`src/rtl/sign_extender.sv`:
```
// -----------------------------------------------------------------------------
// sign_extender
//
// Immediate generator for the single-cycle RV32I datapath. The decoder hands
// over a 20-bit raw immediate field. The control unit supplies the operation
// code. This block forms the 32-bit immediate that the ALU, branch and PC logic
// consume. The result is registered, so it has exactly one clock of latency.
//
// Ports:
//    clk    - system clock, rising-edge active
//    rst    - synchronous reset, active-high; clears immOut on the edge
//    imm    - 20-bit raw immediate field from the decoder
//    CUOp   - 6-bit control-unit operation code
//    immOut - 32-bit registered extended immediate
// -----------------------------------------------------------------------------
module sign_extender (
   input  logic        clk,
   input  logic        rst,
   input  logic [19:0] imm,
   input  logic [5:0]  CUOp,
   output logic [31:0] immOut
);

   // Control-unit operation codes. Codes 39..63 are unused.
   typedef enum logic [5:0] {
      OP_LUI   = 6'd0,  OP_AUIPC = 6'd1,  OP_JAL   = 6'd2,  OP_JALR  = 6'd3,
      OP_BEQ   = 6'd4,  OP_BNE   = 6'd5,  OP_BLT   = 6'd6,  OP_BGE   = 6'd7,
      OP_BLTU  = 6'd8,  OP_BGEU  = 6'd9,
      OP_LB    = 6'd10, OP_LH    = 6'd11, OP_LW    = 6'd12, OP_LBU   = 6'd13,
      OP_LHU   = 6'd14,
      OP_SB    = 6'd15, OP_SH    = 6'd16, OP_SW    = 6'd17,
      OP_ADDI  = 6'd18, OP_SLTI  = 6'd19, OP_SLTIU = 6'd20, OP_SLIU  = 6'd21,
      OP_XORI  = 6'd22, OP_ORI   = 6'd23, OP_ANDI  = 6'd24, OP_SLLI  = 6'd25,
      OP_SRLI  = 6'd26, OP_SRAI  = 6'd27,
      OP_ADD   = 6'd28, OP_SUB   = 6'd29, OP_SLL   = 6'd30, OP_SLT   = 6'd31,
      OP_SLTU  = 6'd32, OP_XOR   = 6'd33, OP_SRL   = 6'd34, OP_SRA   = 6'd35,
      OP_OR    = 6'd36, OP_AND   = 6'd37,
      OP_ERROR = 6'd38
   } cu_op_e;

   cu_op_e      op;
   logic [31:0] ext_imm;

   assign op = cu_op_e'(CUOp);

   // Select the immediate format from the operation class.
   always_comb begin
      ext_imm = 32'h0000_0000;
      case (op)
         // U-type: field occupies the upper 20 bits.
         OP_LUI, OP_AUIPC: begin
            ext_imm = {imm, 12'h000};
         end
         // J-type: the decoder packs the sign in imm[19]. Rotating the field left
         // by one puts the offset in place with bit 0 carrying the sign copy.
         OP_JAL: begin
            ext_imm = {{12{imm[19]}}, imm[18:0], imm[19]};
         end
         // B-type: same rotate trick on the 12-bit field; imm[19:12] ignored.
         OP_BEQ, OP_BNE, OP_BLT, OP_BGE, OP_BLTU, OP_BGEU: begin
            ext_imm = {{20{imm[11]}}, imm[10:0], imm[11]};
         end
         // I-type, including loads, JALR and the immediate shifts.
         OP_JALR,
         OP_LB, OP_LH, OP_LW, OP_LBU, OP_LHU,
         OP_ADDI, OP_SLTI, OP_SLTIU, OP_SLIU, OP_XORI, OP_ORI, OP_ANDI,
         OP_SLLI, OP_SRLI, OP_SRAI: begin
            ext_imm = {{20{imm[11]}}, imm[11:0]};
         end
         // S-type: plain sign extension of the whole 20-bit field.
         OP_SB, OP_SH, OP_SW: begin
            ext_imm = {{12{imm[19]}}, imm};
         end
         // R-type, ERROR and unused codes carry no immediate.
         default: begin
            ext_imm = 32'h0000_0000;
         end
      endcase
   end

   // Output register with synchronous reset.
   always_ff @(posedge clk) begin
      if (rst) begin
         immOut <= 32'h0000_0000;
      end else begin
         immOut <= ext_imm;
      end
   end

endmodule

```
`config.mk`:
```
export PLATFORM = sky130hd
export DESIGN_NAME = sign_extender
export DESIGN_NICKNAME = d
export VERILOG_FILES = /design/src/rtl/sign_extender.sv
export SDC_FILE = /design/constraint.sdc
export NUM_CORES = 1
export LEC_CHECK = 0
export CORE_ASPECT_RATIO = 0.5
export CORE_UTILIZATION = 44
export CTS_BUF_LIST = sky130_fd_sc_hd__clkbuf_8
export DETAILED_ROUTE_END_ITERATION = 10
export PLACE_DENSITY = 0.81
export SETUP_SLACK_MARGIN = 0.15
export SLEW_MARGIN = 20
export SYNTH_ARGS = -nofsm -noshare
export SYNTH_HDL_FRONTEND = slang
export SYNTH_SLANG_ARGS = --single-unit
export TNS_END_PERCENT = 30
```
`constraint.sdc`:
```
create_clock -name clk -period 2.08 [get_ports clk]
set_input_delay 0.52 -clock clk [delete_from_list [all_inputs] [get_ports clk]]
set_output_delay 0.52 -clock clk [all_outputs]
set_load 0.1 [all_outputs]
```
* Word level (Yosys, flattened, before mapping)
Cells that the tools add are included.
Cells by class: equal/unequal tests 27, shift operators 0, reductions and logical operators 5, bitwise logic cells 0, muxes and demuxes 1, div/mod/pow operators 0, add/subtract/negate cells 0, multipliers 0, $lt $le $gt $ge 0
Operators with widths (number):
- 32-bit one-hot mux with 5 select lines | 1
- 6-bit by 5-bit == test with 1-bit output (second input constant) | 12
- 6-bit by 4-bit == test with 1-bit output (second input constant) | 8
- 6-bit by 3-bit == test with 1-bit output (second input constant) | 4
- 16-bit OR reduction | 1
- 6-bit by 2-bit == test with 1-bit output (second input constant) | 2
- 6-bit by 1-bit == test with 1-bit output (second input constant) | 1
- 6-bit zero test | 1
- 6-bit OR reduction | 1
- 3-bit OR reduction | 1
- 2-bit OR reduction | 1
Word-level totals: latch bits 0, bits in registers 32, output and inout port bits 32, memories 0, input bits 28, memory bits (writable) 0, ROM bits 0, word-level logic and storage cells 34

* Depth between registers and ports, before layout
depth after elaboration 3, gate-level depth with buffers 6, gate-level depth less buffers 4

* Least setup slack after synthesis
OpenSTA, ideal clock, no wires.
kind in2reg, start input port CUOp[1], end register immOut[23], arrival 1612 ps, setup time 74 ps, slack 394 ps, stages 5, cell sequence buf_6 > or4b_4 > a21bo_1 > buf_6 > a31oi_1
On the way: longest elaborated chain between the ends 3
RTL lines:
- from (decl) | line 20 | input logic [5:0] CUOp,
- 6-bit by 2-bit == test with 1-bit output (tied with other cells) | line 49 | case (op)
- 16-bit OR reduction (tied with other cells) | line 49
- 32-bit one-hot mux with 5 select lines (*) | line 49
- to (signal assigned) | line 86 | immOut <= ext_imm;
- to (decl) | line 21 | output logic [31:0] immOut
Every way passes the cells marked *; elsewhere a longest branch is shown, timed or not. A chain may end at the register's enable or synchronous reset.

* Final worst setup path
start input port CUOp[2], end register immOut[0]
Same word-level chain as after synthesis.

==> metrics.csv <==
metric,value,unit
outcome,"complete, no violations",
cts.reportedPaths.clkPinSlew,70,ps
yosysSeqAreaShare,0.426,
drv_cap,0,
grt_pass1_vias,1458,
dieWidth,84.7,um
fin_crit_sh,0.893,
final_cell_mix,"buf_4, dfxtp_1, nand2_1, clkdlybuf4s50_1, a31oi_1",
synthAdderAreaFrac,0,
final_hold_viol_count,0,
leakage,0.000940,uW
reg_top3,immOut x32,
synth_area,1500,sq um
fin_nets,271,
required,2250,ps
largest_register_ffs,32,
coreArea,3120,sq um
worstPathMaxFanout,9,
rows,14,
tns,0,ps
syn_area_per_cell,9.11,sq um
fin_util,0.738,
placed_area,2170,sq um
maxSlewViolCount,0,
syn-num-nets,193,
synth_top_family_by_area,compound AO/OA/AOI/OAI gates,
synth_xor_area_frac,0.00582,
post_cts.repair.setup_buffers,0,
antenna_cells,0,
arrival,2030,ps
wl,4.24,mm
synthSimpleGateAreaFrac,0.196,
synthCells,165,
die_area,3670,sq um
grt_pass1_wl,6.53,mm
antenna_found_initial,0,
gp_congestion,0.846,
power.total,1670,uW
ys_ff_latch,32,
worstSetupStartpoint,CUOp[2],
fin_cells,284,
grt_overflow,0,
regMostFlops,immOut,
fin_area,2300,sq um
grt_max_degree,22,
synth_compound_area_frac,0.290,
crit_type,in -> reg,
power_density,727,nW/um^2
drcViolationCount,0,
dp_cells,276,
die_h,43.3,um
layout_commonest_cell,buf_4,
cts_inserted_buffers,5,
drt.antenna.violating_nets,0,
cts_root_buf,clkbuf_8,
cts_sinks,32,
drtPass1Iterations,7,
ios,60,
endpoint,immOut[0],
fillers,239,
slew_headroom,0.748,
area.growth.synth_to_final,52.9,%
cts_max_path_buffers,2,
final_layout_size_suffix_gt1_frac,0.316,
rsz0062_at_grt,true,
min_period,1860,ps
io_buffers,59,
initial_utilization,0.482,
vdd_drop_max,0.000342,V
viasPerCell,5.71,
ys_types,41,
yosys_warnings,0,
muxShareOfSynthArea,0.00666,
htree_levels,2,
drt_iter0_markers,107,
worstSetupStartpointType,input pin,
routedWlPerCell,14.9,um
cts_tree,done,
tightest_slew,377,ps
grt_usage,0.232,
setup_viol,0,
hp-class,in -> reg,
setup.worst_path.end_class,flop,
dpl.hpwl,3.12,mm
fmax,538,MHz
vias,1623,
-- synth_stat cells --
cell	n	share of area
nor2_2	1	0.0042
a22oi_1	6	0.030
mux2i_1	1	0.0067
clkbuf_1	6	0.015
nand3b_1	1	0.0050
o21ai_0	1	0.0033
a21oi_1	15	0.050
nor4b_2	1	0.010
a211oi_1	1	0.0050
a222oi_1	1	0.0067
nand2_1	24	0.060
nand3_1	6	0.020
and4b_2	1	0.0075
nor3b_1	1	0.0050
nor2_1	2	0.0050
a21bo_1	1	0.0067
and3_1	2	0.0083
or4b_4	1	0.0091
a31oi_1	18	0.075
inv_1	4	0.010
o211ai_1	12	0.060
nand2b_1	2	0.0083
o22ai_1	1	0.0042
buf_2	1	0.0033
o21bai_1	1	0.0050
o211a_1	1	0.0067
a32oi_1	1	0.0058
nor3_1	3	0.010
and2b_1	1	0.0050
nor2b_1	1	0.0042
a221oi_1	1	0.0058
or3_1	1	0.0042
o21ai_2	1	0.0058
nor4b_4	1	0.016
xnor2_1	1	0.0058
a221oi_2	1	0.010
a21oi_4	1	0.011
dfxtp_1	32	0.43
buf_6	5	0.037
buf_4	2	0.010
nor4_4	1	0.014
-- power by group --
part | switching, uW | total [uW] | internal [uW]
combinational | 296 | 441 | 145
sequential | 6.75 | 643 | 636
clock | 234 | 588 | 354
-- final cells by class --
class                   count  area [sq um]  share of cell area
flip-flops and latches     32           641               0.279
multi-input cells         115           761               0.331
repair buffers             85           722               0.314
clock inverters             3          42.5              0.0185
inverters                   4          15.0             0.00653
well taps                  40          50.0              0.0218
clock buffers               5          68.8              0.0299
-- how the worst min path moves through the flow --
| stage | slack, ps | endpoint | start | cells after the start |
|---|---|---|---|---|
| 2_1_floorplan | 590 | immOut[1] | rst | 1 |
| 3_5_place_dp | 1020 | immOut[17] | immOut[17] | 1 |
| 6_report | 860 | immOut[6] | imm[6] | 3 |
| 5_1_grt | 860 | immOut[10] | imm[10] | 3 |
| 3_3_place_gp | 1010 | immOut[15] | immOut[15] | 1 |
| 4_1_cts | 840 | immOut[6] | imm[6] | 3 |
-- logic make-up (layout without fill, tap and decap cells) --
family / Yosys count / in the layout
AO/OA/AOI/OAI: 63 / 63
AND/OR/NAND/NOR: 50 / 50
flip-flops: 32 / 32
buffers and inverters: 18 / 97
XOR/XNOR: 1 / 1
multiplexers: 1 / 1
-- critical path: stages --
cell and delay (ps):
clkdlybuf4s50_1 540, buf_4 200, buf_4 150, nor4b_2 50, buf_4 160, a221oi_1 340
nor2_1 70
-- repair_timing --
item,in CTS,in global routing
hold buffers,0,0
resized for setup,2,4
setup endpoints to repair,23,32
pin swaps,0,0
-- metrics by stage --
step                      worst slack, ps  hold WS (ps)
after detailed placement             -246          1020
after CTS                             138           843
final                                 222           863
after floorplan                       394           589
after global placement               -174          1010
after global routing                  145           861
-- routing by layer --
metal | vias up | GRT usage | part of all wire
met3 | 15 | 0.0590 | 0.046
met5 | - | 0 | 0
met2 | 66 | 0.402 | 0.50
li1 | 774 | - | -
met4 | 0 | 0.0915 | 0.025
met1 | 768 | 0.287 | 0.43
(Power assumes the default switching activity.)
